==> src/rtl/score_pkg.sv <==
// Shared score definitions for score_keeper and score_sprite.
// Holds the score width, saturation limits, game state enum and saturating step helpers.
package score_pkg;

    localparam int SCORE_W   = 3;
    localparam int SCORE_MAX = 7;

    localparam logic [SCORE_W-1:0] SCORE_TOP  = SCORE_W'(SCORE_MAX);
    localparam logic [SCORE_W-1:0] SCORE_ZERO = '0;

    typedef enum logic {
        PLAY = 1'b0,
        OVER = 1'b1
    } game_state_t;

    // One step worse, pinned at the top of the range.
    function automatic logic [SCORE_W-1:0] score_inc(input logic [SCORE_W-1:0] s);
        return (s == SCORE_TOP) ? s : s + 1'b1;
    endfunction

    // One step better, pinned at zero.
    function automatic logic [SCORE_W-1:0] score_dec(input logic [SCORE_W-1:0] s);
        return (s == SCORE_ZERO) ? s : s - 1'b1;
    endfunction

endpackage

==> src/rtl/frame_tick_counter.sv <==
// Counts tick pulses and fires a single-cycle done pulse on every FRAMES-th tick.
// restart clears the count and suppresses a done that would coincide with it.
module frame_tick_counter #(
    parameter int FRAMES = 60
) (
    input  logic clk_pixel,
    input  logic rst_n_in,
    input  logic tick,
    input  logic restart,
    output logic done
);

    localparam int CNT_W = (FRAMES > 1) ? $clog2(FRAMES) : 1;
    localparam logic [CNT_W-1:0] LAST = CNT_W'(FRAMES - 1);

    logic [CNT_W-1:0] count;

    assign done = tick && !restart && (count == LAST);

    // Tick count since the last restart, wrapping back to zero on done.
    always_ff @(posedge clk_pixel or negedge rst_n_in) begin
        if (!rst_n_in) begin
            count <= '0;
        end else if (restart || done) begin
            count <= '0;
        end else if (tick) begin
            count <= count + 1'b1;
        end
    end

endmodule

==> src/rtl/score_keeper.sv <==
// Game score keeper: hits lower the score, misses raise it, saturating at 0..7.
// Reaching 7 ends the game until clear_in; score_out only changes on frame boundaries.
// Optional feature macro SCORE_DECAY_EN: score drifts down by one after DECAY_FRAMES
// frames without a miss.
module score_keeper
    import score_pkg::*;
#(
    parameter int DECAY_FRAMES = 60
) (
    input  logic               clk_pixel,
    input  logic               rst_n_in,
    input  logic               hit_in,
    input  logic               miss_in,
    input  logic               new_frame_in,
    input  logic               clear_in,
    output logic [SCORE_W-1:0] score_out,
    output logic               game_over_out
);

    if (DECAY_FRAMES < 1) begin : g_bad_decay_frames
        $error("DECAY_FRAMES must be at least 1");
    end

    game_state_t        state;
    logic [SCORE_W-1:0] live_score;
    logic [SCORE_W-1:0] event_score;
    logic [SCORE_W-1:0] live_next;
    logic               armed;
    logic               hit_ok;
    logic               miss_ok;
    logic               frame_ok;
    logic               decay_step;

    // Events sampled on the first edge after reset release belong to the partial
    // cycle in which reset was still active, so they are masked until armed is set.
    assign hit_ok   = hit_in && armed;
    assign miss_ok  = miss_in && armed;
    assign frame_ok = new_frame_in && armed;

`ifdef SCORE_DECAY_EN
    logic frame_tick;
    logic count_restart;

    assign frame_tick    = frame_ok && (state == PLAY);
    assign count_restart = miss_ok || clear_in;

    frame_tick_counter #(
        .FRAMES (DECAY_FRAMES)
    ) u_decay_counter (
        .clk_pixel (clk_pixel),
        .rst_n_in  (rst_n_in),
        .tick      (frame_tick),
        .restart   (count_restart),
        .done      (decay_step)
    );
`else
    assign decay_step = 1'b0;
`endif

    // Next live score: hit/miss step first, then any decay step; frozen once the game is over.
    always_comb begin
        event_score = live_score;
        if (miss_ok && !hit_ok) begin
            event_score = score_inc(live_score);
        end else if (hit_ok && !miss_ok) begin
            event_score = score_dec(live_score);
        end
        live_next = event_score;
        if (decay_step) begin
            live_next = score_dec(event_score);
        end
        if (state == OVER) begin
            live_next = live_score;
        end
    end

    // Game FSM with live score, frame-aligned display score and registered game-over flag.
    always_ff @(posedge clk_pixel or negedge rst_n_in) begin
        if (!rst_n_in) begin
            state         <= PLAY;
            live_score    <= SCORE_ZERO;
            score_out     <= SCORE_ZERO;
            game_over_out <= 1'b0;
            armed         <= 1'b0;
        end else begin
            armed <= 1'b1;
            if (clear_in) begin
                state         <= PLAY;
                live_score    <= SCORE_ZERO;
                score_out     <= SCORE_ZERO;
                game_over_out <= 1'b0;
            end else begin
                live_score <= live_next;
                if (frame_ok) begin
                    score_out <= live_next;
                end
                case (state)
                    PLAY: begin
                        if (live_next == SCORE_TOP) begin
                            state         <= OVER;
                            game_over_out <= 1'b1;
                        end
                    end
                    OVER: begin
                        game_over_out <= 1'b1;
                    end
                    default: begin
                        state         <= PLAY;
                        game_over_out <= 1'b0;
                    end
                endcase
            end
        end
    end

endmodule

==> config.mk <==
export PLATFORM = sky130hd
export DESIGN_NAME = score_keeper
export DESIGN_NICKNAME = d
export VERILOG_FILES = /design/src/rtl/score_pkg.sv /design/src/rtl/frame_tick_counter.sv /design/src/rtl/score_keeper.sv
export SDC_FILE = /design/constraint.sdc
export NUM_CORES = 1
export LEC_CHECK = 0
export ABC_CLOCK_PERIOD_IN_PS = 2000
export CAP_MARGIN = 25
export CORE_AREA = 3 3 40 42
export DETAILED_ROUTE_END_ITERATION = 7
export DIE_AREA = 0 0 43 45
export SYNTH_ARGS = -nofsm -noshare
export SYNTH_HDL_FRONTEND = slang
export SYNTH_SLANG_ARGS = --single-unit
==> constraint.sdc <==
create_clock -name clk_pixel -period 2 [get_ports clk_pixel]
set_input_delay 0.6 -clock clk_pixel [delete_from_list [all_inputs] [get_ports clk_pixel]]
set_output_delay 0.6 -clock clk_pixel [all_outputs]
set_load 0.005 [all_outputs]
# After elaboration in Yosys (flattened, before gate mapping)
# Index checks and enable logic that the tools add are counted.
[op_classes] bitwise=1 mux=14 n_lt_le_gt_ge=0 shifts=0 div_mod_pow=0 eq_ne=3 n_mul=0 n_reduce_logical=9 addsub=2
[ops] cell="3-bit two-way mux" n=8
[ops] cell="3-bit equality test (second input constant)" n=2
[ops] cell="1-bit logical AND" n=5
[ops] cell="1-bit two-way mux" n=5
[ops] cell="3-bit by 1-bit adder with 3-bit output (second input constant)" n=1
[ops] cell="3-bit logical NOT" n=1
[ops] cell="3-bit inequality test (second input constant)" n=1
[ops] cell="3-bit by 1-bit subtractor with 3-bit output (second input constant)" n=1
[ops] cell="1-bit logical NOT" n=2
[ops] cell="1-bit case mux with 2 select lines" n=1
[ops] cell="2-bit nonzero test" n=1
[ops] cell="1-bit inverter" n=1
[totals] input_bits=6 wordCells=34 out_inout_bits=4 mem_bits_rw=0 latch_bits=0 mem_count=0 regBits=9 romBits=0

# Depth between registers and ports, before layout
[depth] word_depth=10 ltp_mapped=7 ltp_nobuf=7

# Worst setup path before layout
# No wires, ideal clock.
[synth_path] path_kind="input to register" startpoint="input miss_in" endpoint="register state" t_required_ns=1.868 slack_ns=0.440 setup_time_ns=0.132 path_buffers=0 path_stages=5 t_arrival_ns=1.427 cell_sequence="and3b_2 > a21boi_1 > a311oi_2 > o21bai_1 > a21oi_1"
[synth_via] elab_chain_cells=10 word_cells_on_any_way=11 classes_between="eq/ne (1); mux (6); reduce/logical (4)"
[synth_lines] element="start: declaration" line_no="score_keeper.sv:13" text="input logic miss_in,"
[synth_lines] element="1-bit logical AND *" line_no="score_keeper.sv:37" text="assign miss_ok = miss_in && armed;"
[synth_lines] element="1-bit logical NOT" line_no="score_keeper.sv:65" text="end else if (hit_ok && !miss_ok) begin"
[synth_lines] element="1-bit logical AND" line_no="score_keeper.sv:65"
[synth_lines] element="3-bit two-way mux" line_no="score_keeper.sv:65"
[synth_lines] element="3-bit two-way mux *" line_no="score_keeper.sv:63" text="if (miss_ok && !hit_ok) begin"
[synth_lines] element="3-bit two-way mux *" line_no="score_keeper.sv:72" text="if (state == OVER) begin"
[synth_lines] element="3-bit equality test *" line_no="score_keeper.sv:99" text="if (live_next == SCORE_TOP) begin"
[synth_lines] element="1-bit two-way mux *" line_no="score_keeper.sv:99"
[synth_lines] element="1-bit two-way mux *" line_no="score_keeper.sv:97" text="case (state)"
[synth_lines] element="1-bit two-way mux *" line_no="score_keeper.sv:87" text="if (clear_in) begin"
[synth_lines] element="end signal: assignment" line_no="score_keeper.sv:88" text="state <= PLAY;"
[synth_lines] element="end signal: assignment" line_no="score_keeper.sv:100" text="state <= OVER;"
[synth_lines] element="end signal: assignment" line_no="score_keeper.sv:108" text="state <= PLAY;"
[synth_lines] element="end: declaration" line_no="score_keeper.sv:24" text="game_state_t state;"
# Every way passes the cells marked *; elsewhere a longest branch is shown, timed or not.
# A chain may end at the register's enable or synchronous reset.

# Final worst setup path
# Ends and elaborated chain as after synthesis.

==> metrics.txt <==
Distinct cells, synth 24; register area share after synthesis 44.33%; Skew-Pair Late Insertion Delay 0.26 ns; Routed WL per cell 11.11 um; 1st-iter DRT viols 5; Reg-to-Reg Start live_score[0]; CP max stage delay 0.46 ns; Final Max Tran Viols 0; die width 43 um; Peak VDD IR 0.0003501 V; nets 76; critical path data arrival time 1.93 ns; PwrDens 609.5 nW/um2; R2R depth 7; gpl congestion 0.7727; outcome finished, final reports clean; CP startpoint kind input pin; CTS H-tree lvls 1; CP Capture Type flop; top cells by area, synth dfrtp_1 (44%), ha_1 (7.4%), nor2_1 (5.9%); worst path bufs/invs 1; Hold WC Path Type reg -> reg; commonest non-fill, non-tap cells in the layout dfrtp_1 (9), clkdlybuf4s50_1 (9), nor2_1 (8); layout cells sized above 1 16.67%; Clock Skew 0.002466 ns; die area 1935 um2; Yosys top cell area share 44.33%; hold_buf cts 0; Synth Instances 53; Routed WL 900 um; Area Overhead vs Synth 28.08%; Initial Util 39.53%; Chip Height 45 um; P_leak 0.2938 nW; critical path peak fanout 4; Worst path slowest cell clkdlybuf4s50_1; CP Class in -> reg; GRT Util Overall 11.61%; initial antenna violation count 0; Seq cells post-synth 9; Mapped Area 508.0 um2; via/cell ratio 4.901; cell family with most CP delay compound AO/OA/AOI/OAI gates; Net Count, Synth 62; CP required 2.13 ns; Num CTS Buffers 3; HP Start game_over_out; post-CTS setup buffer count 0; pin count of the biggest net entering global routing 10; hold path cells 2; Vias 397; final period utilization 89.92%; Tmin final 1.798 ns; Post-CTS Resized 0; HPWL after DPL 715.1 um; Endpoint, Worst Hold game_over_out; 1st-pass router iterations 2; row count 13; RSZ-0062 raised after global routing no; Max Cap Viol 0; Residual DRC 0; first-pass GRT wire length 1621 um; # diodes 0; I/O Pins 10; Achievable Freq 556.0 MHz; maximum clock insertion buffer count 2; vias in the first global route 387; core box area 1285 um2; Overall Power 0.3966 mW; GR Overflow Total 0; Final Hold Fails 0; critical path, cell by cell clkdlybuf4s50_1 -> and3b_2 -> and3_1 -> a311oi_2 -> o21bai_1 -> a21oi_1; DRT antenna net count 0; fin area 650.6 um2; Ys Warns 0; Avg Inst Size Synth 9.585 um2; RR Endpoint state; CTS clock-pin slew for the worst setup and hold paths 0.06 ns; CTS tree done; Post-DP Area 624.3 um2; final setup fails 0; root buffer cell clkbuf_4; CTS sink count 9; port bufs 9; r2r setup slk 0.35 ns; Fillers 125; leading area contributor after synthesis dfrtp_1
-- stage by stage --
step | std cells | util [%] | setup slack [ns] | hold slack, ns | setup TNS, ns
final | 81 | 50.63 | 0.2016 | 0.5433 | 0
after global routing | 81 | 50.63 | 0.09517 | 0.5898 | 0
after CTS | 81 | 50.63 | 0.2037 | 0.5490 | 0
after detailed placement | 77 | 48.59 | -0.07852 | 0.5344 | -0.2537
after global placement | 77 | 48.59 | -0.07268 | 0.5312 | -0.2275
after floorplan | 53 | - | 0.4404 | 0.3044 | 0
-- per-layer routing --
| metal | vias to the layer above | global-route usage (%) | part of all wire (%) |
|---|---|---|---|
| li1 | 207 | - | - |
| met1 | 178 | 13.15 | 46 |
| met2 | 10 | 19.16 | 46 |
| met3 | 2 | 5.976 | 6.9 |
| met4 | 0 | 3.614 | 0.67 |
| met5 | - | 0 | 0 |
-- report_power, final --
group / internal [mW] / switching, mW / total, mW
registers: 0.190 / 0.00671 / 0.196
logic: 0.0351 / 0.0304 / 0.0655
clock network: 0.0765 / 0.0582 / 0.135
total: 0.301 / 0.0953 / 0.397
-- flip-flops by register name (all words and copies together), names as in the netlist --
signal	flops
armed	1
state	1
game_over_out	1
score_out	3
live_score	3
-- final cells by class --
cell class | instances | area [um2] | share of cell area (%)
multi-input combinational | 39 | 264.0 | 40.58
sequential | 9 | 225.2 | 34.62
timing repair buffer | 11 | 105.1 | 16.15
clock buffer | 4 | 26.28 | 4.038
tap | 15 | 18.77 | 2.885
inverter | 3 | 11.26 | 1.731
-- worst register-to-register path: stages (launching register included) --
cell      delay, ns
dfrtp_1        0.45
inv_1          0.09
ha_1           0.20
nor2b_1        0.14
and3_1         0.17
a311oi_2       0.22
o21bai_1       0.17
a21oi_1        0.09
-- how the worst max path moves through the flow --
stage,depth (start not counted),end,from
6_report,6,state,miss_in
3_5_place_dp,6,state,miss_in
2_1_floorplan,5,state,miss_in
5_1_grt,7,score_out[0],hit_in
4_1_cts,6,state,miss_in
3_3_place_gp,6,state,miss_in
-- cell usage after synthesis (all sizes together) --
library cell	instances
inv	3
nand3	1
nand2b	1
o21bai	1
a311oi	1
and3	1
nand3b	1
conb	1
buf	2
nand2	3
a21oi	7
ha	3
and4	1
a211o	1
and2	1
nor2b	1
a21boi	1
dfrtp	9
xnor2	1
nor2	8
and3b	2
a211oi	3
-- kinds of logic after synthesis --
family	count (synthesis)	share of synthesized area, %
simple gates	20	21.68
xor+xnor	1	1.724
fa+ha+maj	3	7.390
buf+inv	5	3.695
compound gates	14	20.44
other cells	1	0.7382
flops	9	44.34
No activity file was read; power rests on OpenSTA's default activity.
